### src/rtl/histogram_equalizer.sv
// Histogram equalizer for one square block of pixels.
// Each pixel is looked up in an external CDF RAM, rescaled to the full output
// range with a rounded restoring division, and written into the output block.
module histogram_equalizer #(
    parameter int IMAGE_WIDTH                 = 320,
    parameter int IMAGE_HEIGHT                = 240,
    parameter int PIXEL_WIDTH                 = 8,
    parameter int TABLE_SIZE                  = 64,
    parameter int HISTOGRAM_RAM_ADDRESS_WIDTH = PIXEL_WIDTH,
    parameter int HISTOGRAM_RAM_DATA_WIDTH    = $clog2(IMAGE_WIDTH*IMAGE_HEIGHT)
) (
    input  logic                                   clk,
    input  logic                                   rst,
    input  logic [TABLE_SIZE*PIXEL_WIDTH-1:0]      image_table,
    input  logic                                   start_equalize,
    input  logic [HISTOGRAM_RAM_DATA_WIDTH-1:0]    CDF_min,
    input  logic [HISTOGRAM_RAM_DATA_WIDTH-1:0]    histogram_RAM_data,
    output logic [HISTOGRAM_RAM_ADDRESS_WIDTH-1:0] histogram_RAM_address,
    output logic                                   histogram_RAM_CE,
    output logic                                   histogram_RAM_WE,
    output logic [TABLE_SIZE*PIXEL_WIDTH-1:0]      equalized_table,
    output logic                                   busy,
    output logic                                   equalization_done
);

    // Arithmetic width: CDF word times (L-1) plus a rounding term, one spare bit.
    localparam int DW = HISTOGRAM_RAM_DATA_WIDTH + PIXEL_WIDTH + 1;
    localparam int IW = (TABLE_SIZE > 1) ? $clog2(TABLE_SIZE) : 1;
    localparam int CW = $clog2(PIXEL_WIDTH + 1);

    localparam logic [DW-1:0] N_PIXELS = DW'(IMAGE_WIDTH * IMAGE_HEIGHT);
    localparam logic [DW-1:0] L_MAX    = DW'((1 << PIXEL_WIDTH) - 1);
    localparam logic [IW-1:0] LAST_IDX = IW'(TABLE_SIZE - 1);
    localparam logic [CW-1:0] LAST_BIT = CW'(PIXEL_WIDTH - 1);

    localparam logic [1:0] S_IDLE   = 2'd0;
    localparam logic [1:0] S_READ   = 2'd1;
    localparam logic [1:0] S_DIVIDE = 2'd2;
    localparam logic [1:0] S_WRITE  = 2'd3;

    // How the result of the current pixel is formed once the divider finishes.
    localparam logic [1:0] M_DIV  = 2'd0;
    localparam logic [1:0] M_ZERO = 2'd1;
    localparam logic [1:0] M_PASS = 2'd2;
    localparam logic [1:0] M_SAT  = 2'd3;

    logic [1:0]                      r_state;
    logic [IW-1:0]                   r_index;
    logic                            r_done;
    logic [PIXEL_WIDTH-1:0]          r_pixel;
    logic [1:0]                      r_mode;
    logic [DW-1:0]                   r_remainder;
    logic [DW-1:0]                   r_divisor;
    logic [PIXEL_WIDTH-1:0]          r_quotient;
    logic [CW-1:0]                   r_count;
    logic [TABLE_SIZE*PIXEL_WIDTH-1:0] r_table;

    logic [PIXEL_WIDTH-1:0] w_pixel;
    logic [DW-1:0]          w_cdf;
    logic [DW-1:0]          w_min;
    logic [DW-1:0]          w_den;
    logic [DW-1:0]          w_diff;
    logic [DW-1:0]          w_num;
    logic [DW-1:0]          w_den_top;
    logic [1:0]             w_mode;
    logic                   w_fit;
    logic [PIXEL_WIDTH-1:0] w_result;

    assign w_pixel = image_table[int'(r_index)*PIXEL_WIDTH +: PIXEL_WIDTH];

    // Operand preparation for the pixel being read; evaluated during READ only.
    always_comb begin
        w_cdf     = DW'(histogram_RAM_data);
        w_min     = DW'(CDF_min);
        w_den     = (w_min >= N_PIXELS) ? '0 : (N_PIXELS - w_min);
        w_diff    = w_cdf - w_min;
        w_num     = (w_diff * L_MAX) + (w_den >> 1);
        w_den_top = w_den << PIXEL_WIDTH;
        w_mode    = M_DIV;
        if (w_den == '0) begin
            w_mode = M_PASS;
        end else if (w_cdf < w_min) begin
            w_mode = M_ZERO;
        end else if (w_num >= w_den_top) begin
            w_mode = M_SAT;
        end
    end

    assign w_fit = (r_remainder >= r_divisor);

    // Final pixel value, chosen by the case detected when the CDF was read.
    always_comb begin
        w_result = r_quotient;
        case (r_mode)
            M_ZERO:  w_result = '0;
            M_PASS:  w_result = r_pixel;
            M_SAT:   w_result = '1;
            default: w_result = r_quotient;
        endcase
    end

    // Sequencer and restoring divider: READ, PIXEL_WIDTH DIVIDE steps, WRITE.
    always_ff @(posedge clk or negedge rst) begin
        if (!rst) begin
            r_state     <= S_IDLE;
            r_index     <= '0;
            r_done      <= 1'b0;
            r_pixel     <= '0;
            r_mode      <= M_DIV;
            r_remainder <= '0;
            r_divisor   <= '0;
            r_quotient  <= '0;
            r_count     <= '0;
        end else begin
            r_done <= 1'b0;
            case (r_state)
                S_IDLE: begin
                    if (start_equalize) begin
                        r_state <= S_READ;
                        r_index <= '0;
                    end
                end
                S_READ: begin
                    r_pixel     <= w_pixel;
                    r_mode      <= w_mode;
                    r_remainder <= w_num;
                    r_divisor   <= w_den << (PIXEL_WIDTH - 1);
                    r_quotient  <= '0;
                    r_count     <= '0;
                    r_state     <= S_DIVIDE;
                end
                S_DIVIDE: begin
                    if (w_fit) begin
                        r_remainder <= r_remainder - r_divisor;
                        r_quotient  <= {r_quotient[PIXEL_WIDTH-2:0], 1'b1};
                    end else begin
                        r_quotient  <= {r_quotient[PIXEL_WIDTH-2:0], 1'b0};
                    end
                    r_divisor <= r_divisor >> 1;
                    if (r_count == LAST_BIT) begin
                        r_state <= S_WRITE;
                    end else begin
                        r_count <= r_count + 1'b1;
                    end
                end
                S_WRITE: begin
                    if (r_index == LAST_IDX) begin
                        r_index <= '0;
                        r_done  <= 1'b1;
                        r_state <= S_IDLE;
                    end else begin
                        r_index <= r_index + 1'b1;
                        r_state <= S_READ;
                    end
                end
                default: r_state <= S_IDLE;
            endcase
        end
    end

    // Output block storage, updated one pixel per WRITE cycle.
    always_ff @(posedge clk or negedge rst) begin
        if (!rst) begin
            r_table <= '0;
        end else if (r_state == S_WRITE) begin
            r_table[int'(r_index)*PIXEL_WIDTH +: PIXEL_WIDTH] <= w_result;
        end
    end

    assign histogram_RAM_address = (r_state == S_READ) ? HISTOGRAM_RAM_ADDRESS_WIDTH'(w_pixel) : '0;
    assign histogram_RAM_CE      = (r_state == S_READ);
    assign histogram_RAM_WE      = 1'b0;
    assign equalized_table       = r_table;
    assign busy                  = (r_state != S_IDLE);
    assign equalization_done     = r_done;

endmodule

### config.mk
export PLATFORM = sky130hd
export DESIGN_NAME = histogram_equalizer
export DESIGN_NICKNAME = d
export VERILOG_FILES = /design/src/rtl/histogram_equalizer.sv
export SDC_FILE = /design/constraint.sdc
export NUM_CORES = 2
export LEC_CHECK = 0
export CORE_AREA = 2 2 419 421
export DETAILED_ROUTE_END_ITERATION = 8
export DIE_AREA = 0 0 421 423
export PLACE_DENSITY = 0.52
export REMOVE_ABC_BUFFERS = 1
export SLEW_MARGIN = 20
export SYNTH_ARGS = -nofsm -noshare
export SYNTH_HDL_FRONTEND = slang
export SYNTH_SLANG_ARGS = --single-unit
### constraint.sdc
create_clock -name clk -period 8 [get_ports clk]
set_input_delay 0.8 -clock clk [delete_from_list [all_inputs] [get_ports clk]]
set_output_delay 0.8 -clock clk [all_outputs]
set_load 0.005 [all_outputs]
==> tab_implementation.tex <==
\begin{tabular}{lr}
\hline
Metric & Value \\
\hline
\multicolumn{2}{l}{\textbf{Power and ir drop}} \\
\quad Pwr/cell area & 683 nW/um\^{}2 \\
\quad Relative contribution of combinational cells to total power & 0.807 \\
\quad Net switching power & 15.7 mW \\
\quad Switching part of the total & 0.428 \\
\quad Share of power burned in registers & 0.096 \\
\quad Worst IR Drop VDD & 0.00154 V \\
\quad Proportion of power drawn by the clock network & 0.097 \\
\quad Overall power after layout & 36.8 mW \\
\quad Internal power & 21.1 mW \\
\quad Total leakage power & 22.8 nW \\
\multicolumn{2}{l}{\textbf{Global routing}} \\
\quad Number of global-route vias before repair & 32,450 \\
\quad Number of antenna violations at the first check in global routing & 49 \\
\quad GRT busiest layer & met2 \\
\quad Global-route wire length before repair & 250,000 um \\
\quad Congestion Overflow GR & 0 \\
\quad GR met1 Demand/Resource & 0.228 \\
\quad M3 GR Usage & 0.0326 \\
\quad All-Layer GR Usage & 0.198 \\
\quad Routing usage on met2 & 0.351 \\
\quad Pin count of the biggest net entering global routing & 135 \\
\multicolumn{2}{l}{\textbf{Setup path}} \\
\quad Maximum cell stage delay along the critical path & 0.55 ns \\
\quad Kind of cell adding the most delay to the critical path & adder cells \\
\quad Worst setup EP type & flop \\
\quad Critical path data required time & 8.57 ns \\
\quad Cell count along the critical path & 38 \\
\quad Maximum fanout along the worst path & 5 \\
\quad Reg2reg path depth & 8 \\
\quad Worst setup SP type & input port \\
\quad First element of the critical path & histogram\_RAM\_data[0] \\
\quad Critical path class & input port to flop \\
\quad Worst path buffer plus inverter count & 8 \\
\quad Worst Path Arrival & 8.55 ns \\
\quad Crit-path slowest cell & fa\_1 \\
\quad Setup slack on the worst flop-to-flop path & 3.30 ns \\
\quad Most prevalent standard cell on the critical path & fa\_1 \\
\quad Worst flop-to-flop path startpoint & r\_index[0] \\
\quad Endpoint of the worst register-to-register path & equalized\_table[260] \\
\multicolumn{2}{l}{\textbf{Placed design}} \\
\quad Final estimated routing congestion in global placement & 0.944 \\
\quad Area after DPL & 50,500 sq um \\
\quad Detailed placement HPWL & 147,000 um \\
\quad Port Buffer Count & 1,071 \\
\multicolumn{2}{l}{\textbf{Synth}} \\
\quad Count of distinct cell types in the synthesized netlist & 78 \\
\quad Sequential cell area fraction in the yosys report & 0.419 \\
\quad Leading cell types by total area after synthesis & dfrtp\_1 (42\%), mux4\_2 (11\%), mux2\_2 (8.9\%), fa\_1 (5.3\%), nand2\_1 (4.6\%) \\
\quad Most frequent cells after synthesis & dfrtp\_1 (595), nand2\_1 (433), mux2\_2 (281) \\
\quad Primary FF master, synth & dfrtp\_1 \\
\quad Top-area cell type share of the netlist area & 0.419 \\
\quad Asr flop ratio synth & 1.00 \\
\quad Instance count of the mapped netlist & 3,236 \\
\quad Most numerous cell in the Yosys netlist & dfrtp\_1 \\
\quad Total of flip-flops plus latches after synthesis & 595 \\
\quad Total of warnings raised by yosys & 0 \\
\quad Average footprint of a synthesized cell & 11.0 sq um \\
\quad EDFF count, synth & 0 \\
\quad Post-synth design cell area & 35,500 sq um \\
\quad Cell accounting for the most synthesized area & dfrtp\_1 \\
\multicolumn{2}{l}{\textbf{Worst hold path}} \\
\quad Hold crit path type & input port to asynchronous set/reset pin \\
\multicolumn{2}{l}{\textbf{Final layout}} \\
\quad Net total in the final layout & 5,265 \\
\quad Final standard cell area without fillers & 53,900 sq um \\
\quad Sequential cell area & 14,900 sq um \\
\quad Number of fillers in the final layout & 17,854 \\
\quad Layout cell share with drive strength beyond 1 & 0.223 \\
\quad P\&R area growth vs syn & 51.9\% \\
\quad Footprint of the multi-input gates & 19,700 sq um \\
\multicolumn{2}{l}{\textbf{Clocking}} \\
\quad Number of buffers added by the clock tree synthesis step & 74 \\
\quad Clock slew at reported path FFs & 0.06 ns \\
\quad Depth of the CTS H-tree & 3 \\
\quad Source-to-sink clock delay at the later pin of the worst-skew pair & 0.70 ns \\
\quad TritonCTS clock tree & yes \\
\quad Buffer type at the clock tree root & clkbuf\_16 \\
\quad Bufs on Longest Clock Path & 3 \\
\quad Clock Sinks & 595 \\
\quad Post-CTS Hold Fix Bufs & 0 \\
\multicolumn{2}{l}{\textbf{STA}} \\
\quad Worst slew margin relative to its limit & 0.260 \\
\quad Number of endpoints failing setup at the final stage & 0 \\
\quad Achievable Freq & 125 MHz \\
\quad Hold violation count in the final report & 0 \\
\quad Final worst path period need & 7.98 ns \\
\quad Max-slew violation total from the final report & 0 \\
\quad Unrepaired setup endpoints after global routing & true \\
\quad Slew at the pin closest to its max-slew limit & 1.11 ns \\
\quad Crit share post-route & 0.997 \\
\quad Total Neg Setup Slack & 0 ns \\
\quad Fin Clk Skew & 0.0647 ns \\
\multicolumn{2}{l}{\textbf{Routing}} \\
\quad Number of vias per cell after detailed routing & 4.55 \\
\quad Via count & 31,394 \\
\quad Routed wire length & 181,000 um \\
\quad WL/cell & 26.2 um \\
\quad Detail Route Antenna Nets & 0 \\
\quad Post-route DRC violation count & 0 \\
\quad Total iterations of the first detailed-routing run & 8 \\
\quad Drt initial violations & 2,221 \\
\multicolumn{2}{l}{\textbf{Die}} \\
\quad Die Footprint & 178,000 sq um \\
\quad Number of primary I/O pins & 1,073 \\
\quad Row Count & 153 \\
\quad Core region area & 173,000 sq um \\
\quad Starting Density & 0.205 \\
\quad Height of the die & 423 um \\
\quad Die extent in x & 421 um \\
\multicolumn{2}{l}{\textbf{Run status}} \\
\quad Result of the run & complete, no violations \\
\multicolumn{2}{l}{\textbf{Run}} \\
\quad Maximum capacitance violations & 0 \\
\hline
\end{tabular}
worst max-delay path by stage:
stage           endpoint  slack, ns
2_1_floorplan  r_mode[0]      -0.49
3_3_place_gp   r_mode[0]      -1.59
3_5_place_dp   r_mode[0]      -1.67
4_1_cts        r_mode[0]      -0.02
5_1_grt        r_mode[0]      -0.35
6_report       r_mode[0]       0.02
placed cells by master (no fill, tap or decap), types with 17 or more instances in the layout:
master              n
clkdlybuf4s50_1  1057
o21ai_0           116
a21oi_1            71
nand3_1            50
nor2_1            235
mux2_2            281
dfrtp_1           591
nor2_2             19
o31ai_1           204
nor3_1             17
buf_4             274
xnor2_1            47
nand2b_1           28
ha_1               98
inv_1             231
mux4_2            168
nand2_1           430
a21o_1             37
xor2_1             26
fa_1               93
clkbuf_16          74
logic make-up after synthesis:
logic type               Yosys count  share of synthesized area
multiplexers                     466                      0.201
AND/OR/NAND/NOR                  887                      0.109
adder cells (fa/ha/maj)          214                     0.0950
buffers and inverters            408                     0.0462
XOR/XNOR                          94                     0.0240
AO/OA/AOI/OAI                    570                      0.106
flip-flops                       595                      0.419
other                              2                   0.000212
power by group through the flow:
stage | Sequential (mW) | Clock [mW] | Combinational, mW
floorplan | 3.56 | 0 | 15.0
finish | 3.52 | 3.59 | 29.7
global placement | 3.57 | 0 | 25.6
CTS | 3.52 | 3.67 | 27.6
detailed placement | 3.57 | 0 | 25.7
global route | 3.54 | 3.80 | 33.2
flip-flops by register name, summed over array words and instances, names as in the netlist:
| register | count |
|---|---|
| r_divisor | 26 |
| equalization_done | 1 |
| r_index | 6 |
| r_mode | 2 |
| r_count | 4 |
| r_state | 2 |
| r_pixel | 8 |
| r_remainder | 26 |
| r_quotient | 8 |
| equalized_table | 512 |
routing by layer:
| metal | share of wire | vias to the layer above |
|---|---|---|
| met5 | 0.00015 | - |
| met4 | 0.062 | 4 |
| met3 | 0.050 | 309 |
| met2 | 0.50 | 1192 |
| met1 | 0.38 | 15862 |
| li1 | - | 14027 |
metrics by stage:
step | worst slack [ns] | utilization | hold slack [ns] | cells
after floorplan | -0.495 | - | 0.448 | 3080
after global placement | -1.59 | 0.292 | 0.461 | 6728
after detailed placement | -1.67 | 0.292 | 0.465 | 6728
after CTS | -0.0160 | 0.309 | 0.104 | 6886
after global routing | -0.346 | 0.311 | 0.152 | 6902
final | 0.0229 | 0.311 | 0.0971 | 6905
worst reg2reg max path, stage by stage (launching register included):
cell     delay [ns]
dfrtp_4        0.72
inv_1          0.21
ha_1           0.26
nand2_1        0.12
xnor2_2        0.79
and2_1         0.99
nor2b_1        0.26
nand3_1        0.63
o31ai_1        0.56
timing repair:
action / 4_1_cts / 5_1_grt
pin swaps: 53 / 65
resized for setup: 72 / 63
buffers inserted: 24 / 5
setup endpoints to repair: 3 / 2
final cells by class:
type | instances | area share
diodes | 14 | 0.000650
repair buffers | 1350 | 0.238
flip-flops and latches | 595 | 0.276
clock buffers | 102 | 0.0387
well taps | 2325 | 0.0539
multi-input cells | 2242 | 0.365
clock inverters | 34 | 0.00967
inverters | 243 | 0.0170
Note: power is estimated with default switching activity, not from simulation.
